===== config.mk =====
export PLATFORM = sky130hd
export DESIGN_NAME = pipeline_stall_ctrl
export DESIGN_NICKNAME = d
export VERILOG_FILES = /design/src/rtl/pipeline_stall_ctrl.sv
export SDC_FILE = /design/constraint.sdc
export NUM_CORES = 1
export LEC_CHECK = 0
export CAP_MARGIN = 20
export CORE_MARGIN = 8
export CORE_UTILIZATION = 41
export CTS_BUF_LIST = sky130_fd_sc_hd__clkbuf_4 sky130_fd_sc_hd__clkbuf_8
export DETAILED_ROUTE_END_ITERATION = 16
export PLACE_DENSITY = 0.87
export RECOVER_POWER = 25
export SYNTH_ARGS = -nofsm -noshare
export SYNTH_HDL_FRONTEND = slang
export SYNTH_SLANG_ARGS = --single-unit
export TNS_END_PERCENT = 1

===== constraint.sdc =====
create_clock -name i_Clk -period 3.4 [get_ports i_Clk]
set_input_delay 0.51 -clock i_Clk [delete_from_list [all_inputs] [get_ports i_Clk]]
set_output_delay 0.51 -clock i_Clk [all_outputs]
set_load 0.005 [all_outputs]

===== src/rtl/pipeline_stall_ctrl.sv =====
// Pipeline stall/flush controller.
// Arbitrates D-cache misses, load-use hazards, I-cache misses and taken branches into
// per-register hold (o_Stall) and bubble-insert (o_Flush) controls plus a PC freeze.
// Optional feature: define PIPELINE_STALL_CTRL_PERF_CNT_EN to build a saturating
// stalled-cycle counter on o_Stall_Cycles; otherwise the port is tied to 0.
// i_Rst_n is expected to be release-synchronised to i_Clk by the reset generator upstream.
module pipeline_stall_ctrl #(
  parameter int unsigned N_STAGES   = 4,
  parameter int unsigned LU_BUBBLES = 1,
  parameter int unsigned CNT_W      = 16
) (
  input  logic                i_Clk,
  input  logic                i_Rst_n,
  input  logic                i_Need_Stall,
  input  logic                i_DCache_Miss,
  input  logic                i_DCache_Ready,
  input  logic                i_ICache_Miss,
  input  logic                i_ICache_Ready,
  input  logic                i_Branch_Taken,
  output logic                o_PC_Stall,
  output logic [N_STAGES-1:0] o_Stall,
  output logic [N_STAGES-1:0] o_Flush,
  output logic [1:0]          o_State,
  output logic [CNT_W-1:0]    o_Stall_Cycles
);

  typedef enum logic [1:0] {
    StRun   = 2'd0,
    StLu    = 2'd1,
    StDMiss = 2'd2,
    StIMiss = 2'd3
  } state_e;

  // Bubble counter wide enough for LU_BUBBLES up to 15.
  localparam int unsigned BubW = 4;
  localparam logic [BubW-1:0] BubInit = BubW'(LU_BUBBLES - 1);

  state_e          r_state;
  state_e          w_state_d;
  logic [BubW-1:0] r_bub;
  logic [BubW-1:0] w_bub_d;

  logic w_d_act;
  logic w_lu_act;
  logic w_i_act;

  // State and bubble counter registers.
  always_ff @(posedge i_Clk or negedge i_Rst_n) begin
    if (!i_Rst_n) begin
      r_state <= StRun;
      r_bub   <= '0;
    end else begin
      r_state <= w_state_d;
      r_bub   <= w_bub_d;
    end
  end

  // Next-state selection; D-miss always wins, stray Ready pulses fall through as no-ops.
  always_comb begin
    w_state_d = r_state;
    w_bub_d   = r_bub;
    unique case (r_state)
      StRun: begin
        if (i_DCache_Miss) begin
          w_state_d = StDMiss;
        end else if (i_Need_Stall) begin
          w_state_d = StLu;
          w_bub_d   = BubInit;
        end else if (i_ICache_Miss) begin
          w_state_d = StIMiss;
        end
      end
      StLu: begin
        if (i_DCache_Miss) begin
          // Abort the load-use sequence; remaining bubbles are discarded.
          w_state_d = StDMiss;
          w_bub_d   = '0;
        end else if (r_bub == '0) begin
          w_state_d = StRun;
        end else begin
          w_bub_d = r_bub - {{(BubW-1){1'b0}}, 1'b1};
        end
      end
      StDMiss: begin
        if (i_DCache_Ready) begin
          w_state_d = StRun;
        end
      end
      StIMiss: begin
        // After a preempting D-miss we return via RUN, which re-enters IMISS if still missing.
        if (i_DCache_Miss) begin
          w_state_d = StDMiss;
        end else if (i_ICache_Ready) begin
          w_state_d = StRun;
        end
      end
      default: begin
        w_state_d = StRun;
        w_bub_d   = '0;
      end
    endcase
  end

  assign w_d_act  = (r_state == StDMiss) | i_DCache_Miss;
  assign w_lu_act = (r_state == StLu) | ((r_state == StRun) & i_Need_Stall);
  assign w_i_act  = (r_state == StIMiss) | ((r_state == StRun) & i_ICache_Miss);

  // Output pattern decode, priority D > LU > I > BR; same-cycle response to requests.
  always_comb begin
    o_PC_Stall = 1'b0;
    o_Stall    = '0;
    o_Flush    = '0;
    if (w_d_act) begin
      o_PC_Stall               = 1'b1;
      o_Stall[N_STAGES-2:0]    = '1;
      o_Flush[N_STAGES-1]      = 1'b1;
    end else if (w_lu_act) begin
      o_PC_Stall = 1'b1;
      o_Stall[0] = 1'b1;
      o_Flush[1] = 1'b1;
    end else if (w_i_act) begin
      o_PC_Stall = 1'b1;
      o_Flush[0] = 1'b1;
    end else if (i_Branch_Taken) begin
      o_Flush[1:0] = 2'b11;
    end
  end

  assign o_State = r_state;

`ifdef PIPELINE_STALL_CTRL_PERF_CNT_EN
  logic [CNT_W-1:0] r_stall_cycles;

  // Saturating count of cycles with the PC frozen.
  always_ff @(posedge i_Clk or negedge i_Rst_n) begin
    if (!i_Rst_n) begin
      r_stall_cycles <= '0;
    end else if (o_PC_Stall && (r_stall_cycles != '1)) begin
      r_stall_cycles <= r_stall_cycles + {{(CNT_W-1){1'b0}}, 1'b1};
    end
  end

  assign o_Stall_Cycles = r_stall_cycles;
`else
  assign o_Stall_Cycles = '0;
`endif

endmodule


==> impl_metrics.csv <==
group,metric,value,unit
finish,final_util,0.522,
setup_path,r2r_slack,1.96,ns
hold_path,hp-start,"r_bub[0]$_DFFE_PN0P_",
hold_path,hold_path_depth,1,
timing,hold_viol,0,
setup_path,critPathLaunchType,"input pin",
clocking,cts_buffers,3,
timing,fmax,0.365,GHz
setup_path,rr_worst_depth,3,
clocking,cts_resized,0,
clocking,htreeDepth,1,
yosys,yosys.area_share.simple,0.166,
placement,globalplace.congestion,0.831,
setup_path,critPathKind,"input pin to output pin",
yosys,seq_area_frac_synth,0.255,
timing,fin_crit_sh,0.805,
setup_path,end_kind,"output pin",
yosys,synth_area,589,µm²
hold_path,hold_path_end,"r_bub[0]$_DFFE_PN0P_",
clocking,cts_tree,"built",
global_routing,grt_max_degree,16,
yosys,yosysWarningCount,0,
pwr,vdd_drop_max,0.000264,V
routing,drc_errors,0,
pwr,power_density,368,mW/mm²
yosys,synth_compound_area_frac,0.189,
placement,dpl.hpwl,1000,µm
global_routing,first_global_vias,460,
timing,slew_violations,0,
yosys,synthAdderAreaFrac,0.0425,
setup_path,r2r_end,"r_bub[3]$_DFFE_PN0P_",
floorplanning,ios,35,
global_routing,antenna_found_initial,0,
routing,avgViaCountPerCell,5.04,
outcome,outcome,"complete, no violations",
setup_path,cp_max_fo,7,
routing,post_drt_wl_per_cell,12.3,µm
yosys,synth_xor_area_frac,0,
finish,area_growth_syn_to_layout,16.8,%
floorplanning,die_h,53.9,µm
global_routing,grt_pass1_wl,1910,µm
routing,drt-initial-drc-count,14,
finish,antenna_cells,0,
yosys,synth_cells,71,
clocking,root_buffer,"clkbuf_4",
finish,final_nets,96,
clocking,hold_buffers,0,
global_routing,track_usage,0.0896,
routing,first_pass_iters,4,
yosys,synth_seq_cells,6,
floorplanning,rows,13,
yosys,synth_top_family_by_area,"buffers and inverters",
clocking,clock-sinks,6,
routing,routed_wl,1210,µm
placement,io_buffers,16,
yosys,yosys-mux-area-fraction,0.0340,
setup_path,cp_data_arrival_time,2.23,ns
global_routing,overflow,0,
setup_path,r2r-start,"r_bub[2]$_DFFE_PN0P_",
timing,final.setup.tns,0,ns
timing,skew,0.00870,ns
job,drv_cap,0,
floorplanning,die_area,0.00291,mm²
routing,ant_nets,0,
timing,rsz0062_at_grt,"false",
floorplanning,die_x,53.9,µm
pwr,power.leakage,0.314,nW
hold_path,hold_path_class,"register to register",
yosys,ys_types,27,
finish,drive_above_1_share,0.0595,
clocking,clkTransAtPathRegs,0.05,ns
clocking,postCtsSetupBuffers,0,
clocking,clk_path_buf_depth,2,
yosys,syn_avg_cell_area,8.30,µm²
setup_path,worstPathRequired,2.89,ns
floorplanning,initial_utilization,0.447,
floorplanning,coreArea,0.00132,mm²
routing,num_vias,499,
timing,fin_crit,2.74,ns
clocking,clock_latency,0.25,ns
timing,setup_viol,0,
## final cells by class
class | instances | area (µm²)
fillers | 127 | 629
clock buffers | 3 | 22.5
flip-flops and latches | 6 | 150
repair buffers | 16 | 160
inverters | 4 | 15.0
well taps | 15 | 18.8
multi-input cells | 55 | 322
## through the flow
stage               instance area (µm²)  hold slack, ns  total power, W  setup WS [ns]  cells
detailed placement                  666           0.487        0.000189          0.677     96
global route                        688           0.510        0.000273          0.596     99
finish                              688           0.492        0.000253          0.661     99
CTS                                 688           0.493        0.000259          0.660     99
floorplan                           653           0.214        0.000161           1.67     88
global placement                    666           0.478        0.000189          0.703     96
## layer usage
layer | up-vias | wire, µm | global-route usage
met5 | - | 0 | 0
met4 | 0 | 25 | 0.0504
met3 | 4 | 195 | 0.0661
met2 | 30 | 543 | 0.137
met1 | 225 | 450 | 0.0865
li1 | 240 | - | -
## how the worst max path moves through the flow
stage / startpoint / endpoint
2_1_floorplan: o_State[0]$_DFFE_PN0P_ / o_Flush[0]
3_3_place_gp: i_DCache_Miss / o_PC_Stall
3_5_place_dp: i_DCache_Miss / o_PC_Stall
4_1_cts: i_DCache_Miss / o_PC_Stall
5_1_grt: i_DCache_Miss / o_PC_Stall
6_report: i_DCache_Miss / o_PC_Stall
## synth_stat cells (all sizes together)
cell,instances,share of area
or3,2,0.021
a21o,2,0.025
inv,4,0.025
nor2,2,0.013
nand2,4,0.025
a22o,1,0.015
dfrtp,6,0.25
nand2b,3,0.032
mux2i,2,0.034
conb,1,0.0064
a221o,1,0.017
nand3,1,0.0085
nor3b,2,0.034
a31oi,1,0.011
o22ai,1,0.011
buf,22,0.28
clkbuf,1,0.0064
ha,2,0.042
or4,1,0.013
a221oi,3,0.045
or2,1,0.011
o311ai,1,0.015
nor3,1,0.0085
a21oi,4,0.034
o21ai,2,0.017
## logic make-up after synthesis
logic type / Yosys count
buffers and inverters: 27
AND/OR/NAND/NOR: 17
adder cells (fa/ha/maj): 2
AO/OA/AOI/OAI: 16
flip-flops: 6
multiplexers: 2
other: 1
## critical path, cell delays in order
cell             delay (ns)
clkdlybuf4s50_1        0.51
or2_2                  0.33
or4_1                  0.41
clkdlybuf4s50_1        0.46
## layout by cell type (no fill, tap or decap), drive strengths merged
master	instances
a21oi	4
clkbuf	3
inv	4
or3	2
a31oi	1
o22ai	1
nand2	4
dlygate4sd3	1
a21o	2
or4	1
a22o	1
nor2	2
conb	18
mux2i	2
ha	2
nand2b	3
nand3	1
a221oi	3
a221o	1
dfrtp	6
nor3b	2
clkdlybuf4s50	15
or2	1
nor3	1
o311ai	1
o21ai	2
## state kept, by name (all words and copies together), names as in the netlist
register	flops
o_State	2
r_bub	4
## power by group
group / switching (W) / internal [W] / leakage [nW]
clock network: 0.0000256 / 0.0000399 / 0.0138
logic: 0.0000380 / 0.0000549 / 0.220
registers: 0.0000179 / 0.0000770 / 0.0803
No activity file was read; power rests on OpenSTA's default activity.
==> variant 1: new RTL, same flow settings <==
Build with the macro `PIPELINE_STALL_CTRL_PERF_CNT_EN` defined.
--- a/src/rtl/pipeline_stall_ctrl.sv
+++ b/src/rtl/pipeline_stall_ctrl.sv
@@ -4,6 +4,8 @@
 // Optional feature: define PIPELINE_STALL_CTRL_PERF_CNT_EN to build a saturating
 // stalled-cycle counter on o_Stall_Cycles; otherwise the port is tied to 0.
 // i_Rst_n is expected to be release-synchronised to i_Clk by the reset generator upstream.
+`define PIPELINE_STALL_CTRL_PERF_CNT_EN
+
 module pipeline_stall_ctrl #(
   parameter int unsigned N_STAGES   = 4,
   parameter int unsigned LU_BUBBLES = 1,
Check against the original RTL: not equivalent (a bounded check fails within 4 cycles, from zero or initial values and one cycle with i_Rst_n low).
==> variant 1 against the original RTL <==
- cell area up 140%
- area after synthesis up 120%
- total power rose to 4.0 times the old value
- sequential power rose to 4.6 times the old value
- clock power up 120%
- wire length rose to 2.6 times the old value
- first-iteration DRC count rose to 8.9 times the old value
- setup slack worse by 0.21 ns
- highest routed layer unchanged
- sequential cell count up 16
- critical path type unchanged
==> variant 1: results (changes against the original RTL) <==
post_synth_xor_area_fraction: 0.09450  # was 0
vias: 1110  # was 499
crit_path_max_fanout: 9  # was 7
gp_congestion: 0.8693  # was 0.8312
wl_met2_mm: 1.622  # was 543 um
hold_start: "o_Stall_Cycles[15]"  # was r_bub[0]
port_buffers: 32  # was 16
drive_above_1_share: 0.08696  # was 0.05952
total_power_mw: 1.020  # was 0.2532 mW
gr-usage-all-layers: 0.1255  # was 0.08955
ys_seq_area_frac: 0.4243  # was 0.2548
run_status: "completed"  # unchanged
dp_hpwl_mm: 2.411  # was 1.001 mm
crit_arrival_ns: 2.44  # was 2.23 ns
met3_length_um: 308  # was 195 um
min_to: "o_Stall_Cycles[15]"  # was r_bub[0]
place_area_um2: 1619  # was 665.6 um^2
preCtsSetupSlack_ns: 0.5558  # was 0.6773 ns
synth.most_common_cell: "dfrtp_1"  # was buf_4
clock_skew_ns: 0.003569  # was 0.008704 ns
drt-met1-wl_mm: 1.241  # was 450 um
drt_iter0_markers: 125  # was 14
nets: 173  # was 96
largest_register_ffs: 16  # was 4
reg2reg_depth: 6  # was 3
wl_per_cell_um: 15.59  # was 12.26 um
comb-power_mw: 0.439  # was 0.0929 mW
grt_pass1_vias: 1157  # was 460
synth_mux_area_frac: 0.03086  # was 0.03397
synth_fa_ha_area_frac: 0.02893  # was 0.04246
synth-compound-area-share: 0.1022  # was 0.1890
use_met2: 0.2166  # was 0.1371
peakVddDrop_uv: 416.2  # was 264.2 uV
p_leak_nw: 0.6993  # was 0.3138 nW
synth_area_leaders: "dfrtp_1 (42%), xor2_1 (8.8%), buf_4 (2.9%), ha_1 (2.9%), a21oi_1 (2.7%)"  # was buf_4 (27%), dfrtp_1 (25%), a221oi_1 (4.5%), ha_1 (4.2%), a21oi_1 (3.4%)
grt_pass1_wl_mm: 5.354  # was 1.911 mm
synth_cell_types: 41  # was 27
r2r_start: "r_bub[0]"  # was r_bub[2]
clk_latency_ns: 0.31  # was 0.25 ns
dp_cells: 201  # was 96
variant 1: cell types whose count changed after synthesis, sizes merged, moves of 3 or more:
cell	unedited run	this run
dfrtp	6	22
o21ai	2	5
nand3	1	5
xor2	0	13
nand4	0	5
nand2	4	8
nor4	0	6
buf	22	7
a21oi	4	7
a221oi	3	0
inv	4	8
nor2	2	7
nor3	1	6
variant 1: cell type report:
| cell class | instances | area, um^2 |
|---|---|---|
| multi-input combinational | 95 | 663.1 |
| inverter | 8 | 30.03 |
| tap | 44 | 55.05 |
| sequential | 22 | 550.5 |
| timing repair buffer | 32 | 320.3 |
| clock buffer | 4 | 36.28 |
| fill | 269 | 1373 |
variant 1: critical path, stage by stage:
cell	delay [ns]
dlygate4sd3_1	0.65
or4_4	0.57
nor2_4	0.20
inv_1	0.06
clkdlybuf4s50_1	0.44
==> variant 2: new RTL, same settings <==
Without the edit above. The parameter `N_STAGES` goes from 4 to 2.
--- a/src/rtl/pipeline_stall_ctrl.sv
+++ b/src/rtl/pipeline_stall_ctrl.sv
@@ -5,7 +5,7 @@
 // stalled-cycle counter on o_Stall_Cycles; otherwise the port is tied to 0.
 // i_Rst_n is expected to be release-synchronised to i_Clk by the reset generator upstream.
 module pipeline_stall_ctrl #(
-  parameter int unsigned N_STAGES   = 4,
+  parameter int unsigned N_STAGES   = 2,
   parameter int unsigned LU_BUBBLES = 1,
   parameter int unsigned CNT_W      = 16
 ) (
Interface: changed (resized o_Flush and o_Stall); port bits go from 35 to 31. No check against the original RTL was run, so the function may have changed too.
==> variant 2 against the original RTL <==
- wire length up 0.49%
- critical endpoint unchanged
- area after synthesis up 0.21%
- setup slack better by 0.21 ns
- sequential cell count unchanged
- via count down 12%
- global-route usage down 0.66 points
- maximum frequency up 8.5%
- total power up 1.8%
- synthesized cell count down 7.0%
- largest power group is now combinational logic
- cell area down 1.5%
==> variant 2: results (changes against the original RTL) <==
run_status: "completed"  # unchanged
top_register: "r_bub"  # unchanged
clkTransAtPathRegs_ns: 0.04
drive_above_1_share: 0.1013  # was 0.05952
whs_ns: 0.5025  # was 0.4925 ns
dr.max_layer_used: "met3"  # was met4
grt_pass1_vias: 422  # was 460
hold_start: "r_bub[1]"  # was r_bub[0]
vias: 438  # was 499
p_leak_nw: 0.3463  # was 0.3138 nW
min_to: "r_bub[1]"  # was r_bub[0]
gr-usage-all-layers: 0.08292  # was 0.08955
met3_length_um: 95  # was 195 um
place_area_um2: 655.6  # was 665.6 um^2
peakVddDrop_uv: 216.6  # was 264.2 uV
dp_cells: 91  # was 96
grtUsageMet3: 0.01102  # was 0.06612
cts-htree-levels: 1  # unchanged
antenna_cells: 0  # unchanged
grt_start_max_net_pins: 13  # was 16
synth_area_leaders: "dfrtp_1 (25%), buf_4 (22%), a21o_1 (5.1%), ha_1 (4.2%), nand2b_1 (3.2%)"  # was buf_4 (27%), dfrtp_1 (25%), a221oi_1 (4.5%), ha_1 (4.2%), a21oi_1 (3.4%)
use_met2: 0.1255  # was 0.1371
crit_arrival_ns: 2.01  # was 2.23 ns
synth_top_cells_by_count: "buf_4 (17), dfrtp_1 (6), a21o_1 (4), inv_1 (4)"  # was buf_4 (21), dfrtp_1 (6), a21oi_1 (4), inv_1 (4), nand2_1 (4)
grtUsageMet1: 0.1038  # was 0.08648
grt_pass1_wl_mm: 1.787  # was 1.911 mm
synth_cell_types: 28  # was 27
clock_skew_ns: 0.002326  # was 0.008704 ns
rrSetupSlack_ns: 1.83  # was 1.96 ns
largest_register_ffs: 4  # unchanged
gp_congestion: 0.8183  # was 0.8312
syn_inst: 66  # was 71
crit_path_max_fanout: 4  # was 7
ys_seq_area_frac: 0.2542  # was 0.2548
crit_start: "i_Need_Stall"  # was i_DCache_Miss
regToRegEndpoint: "r_bub[1]"  # was r_bub[3]
wl_mm: 1.220  # was 1.214 mm
drt-met1-wl_um: 518  # was 450 um
port_buffers: 13  # was 16
reg2reg_depth: 5  # was 3
wl_met2_um: 606  # was 543 um
p_sw_mw: 0.08149  # was 0.08146 mW
r2r_start: "r_bub[0]"  # was r_bub[2]
fmax_ghz: 0.3961  # was 0.3651 GHz
preCtsSetupSlack_ns: 0.8752  # was 0.6773 ns
==> variant 2: area by class of cell <==
cell class                 instances  area [um^2]
clock buffer                       3        22.52
fill                             134        639.4
inverter                           4        15.01
multi-input combinational         53        341.6
sequential                         6        150.1
tap                               15        18.77
timing repair buffer              13        130.1
==> variant 2: power by group through the flow <==
stage          Sequential [mW]  Combinational, mW  Clock, mW
2_1_floorplan           0.0846             0.0845          0
3_3_place_gp            0.0967             0.0978          0
3_5_place_dp            0.0967             0.0987          0
4_1_cts                 0.0958             0.0996     0.0658
5_1_grt                 0.0979              0.109     0.0680
6_report                0.0966             0.0993     0.0619
==> variant 2: cell families after synthesis <==
group,after synthesis,synth area share
simple gates,19,0.2267
other cells,1,0.006350
flops,6,0.2542
compound gates,15,0.2013
fa+ha+maj,2,0.04237
buf+inv,23,0.2690
==> variant 2: critical path: cells and delay by family <==
family                 cells  cell delay [ns]
and+or+nand+nor            2             0.22
buffers and inverters      2             1.03
AOI/OAI and AO/OA          1             0.25
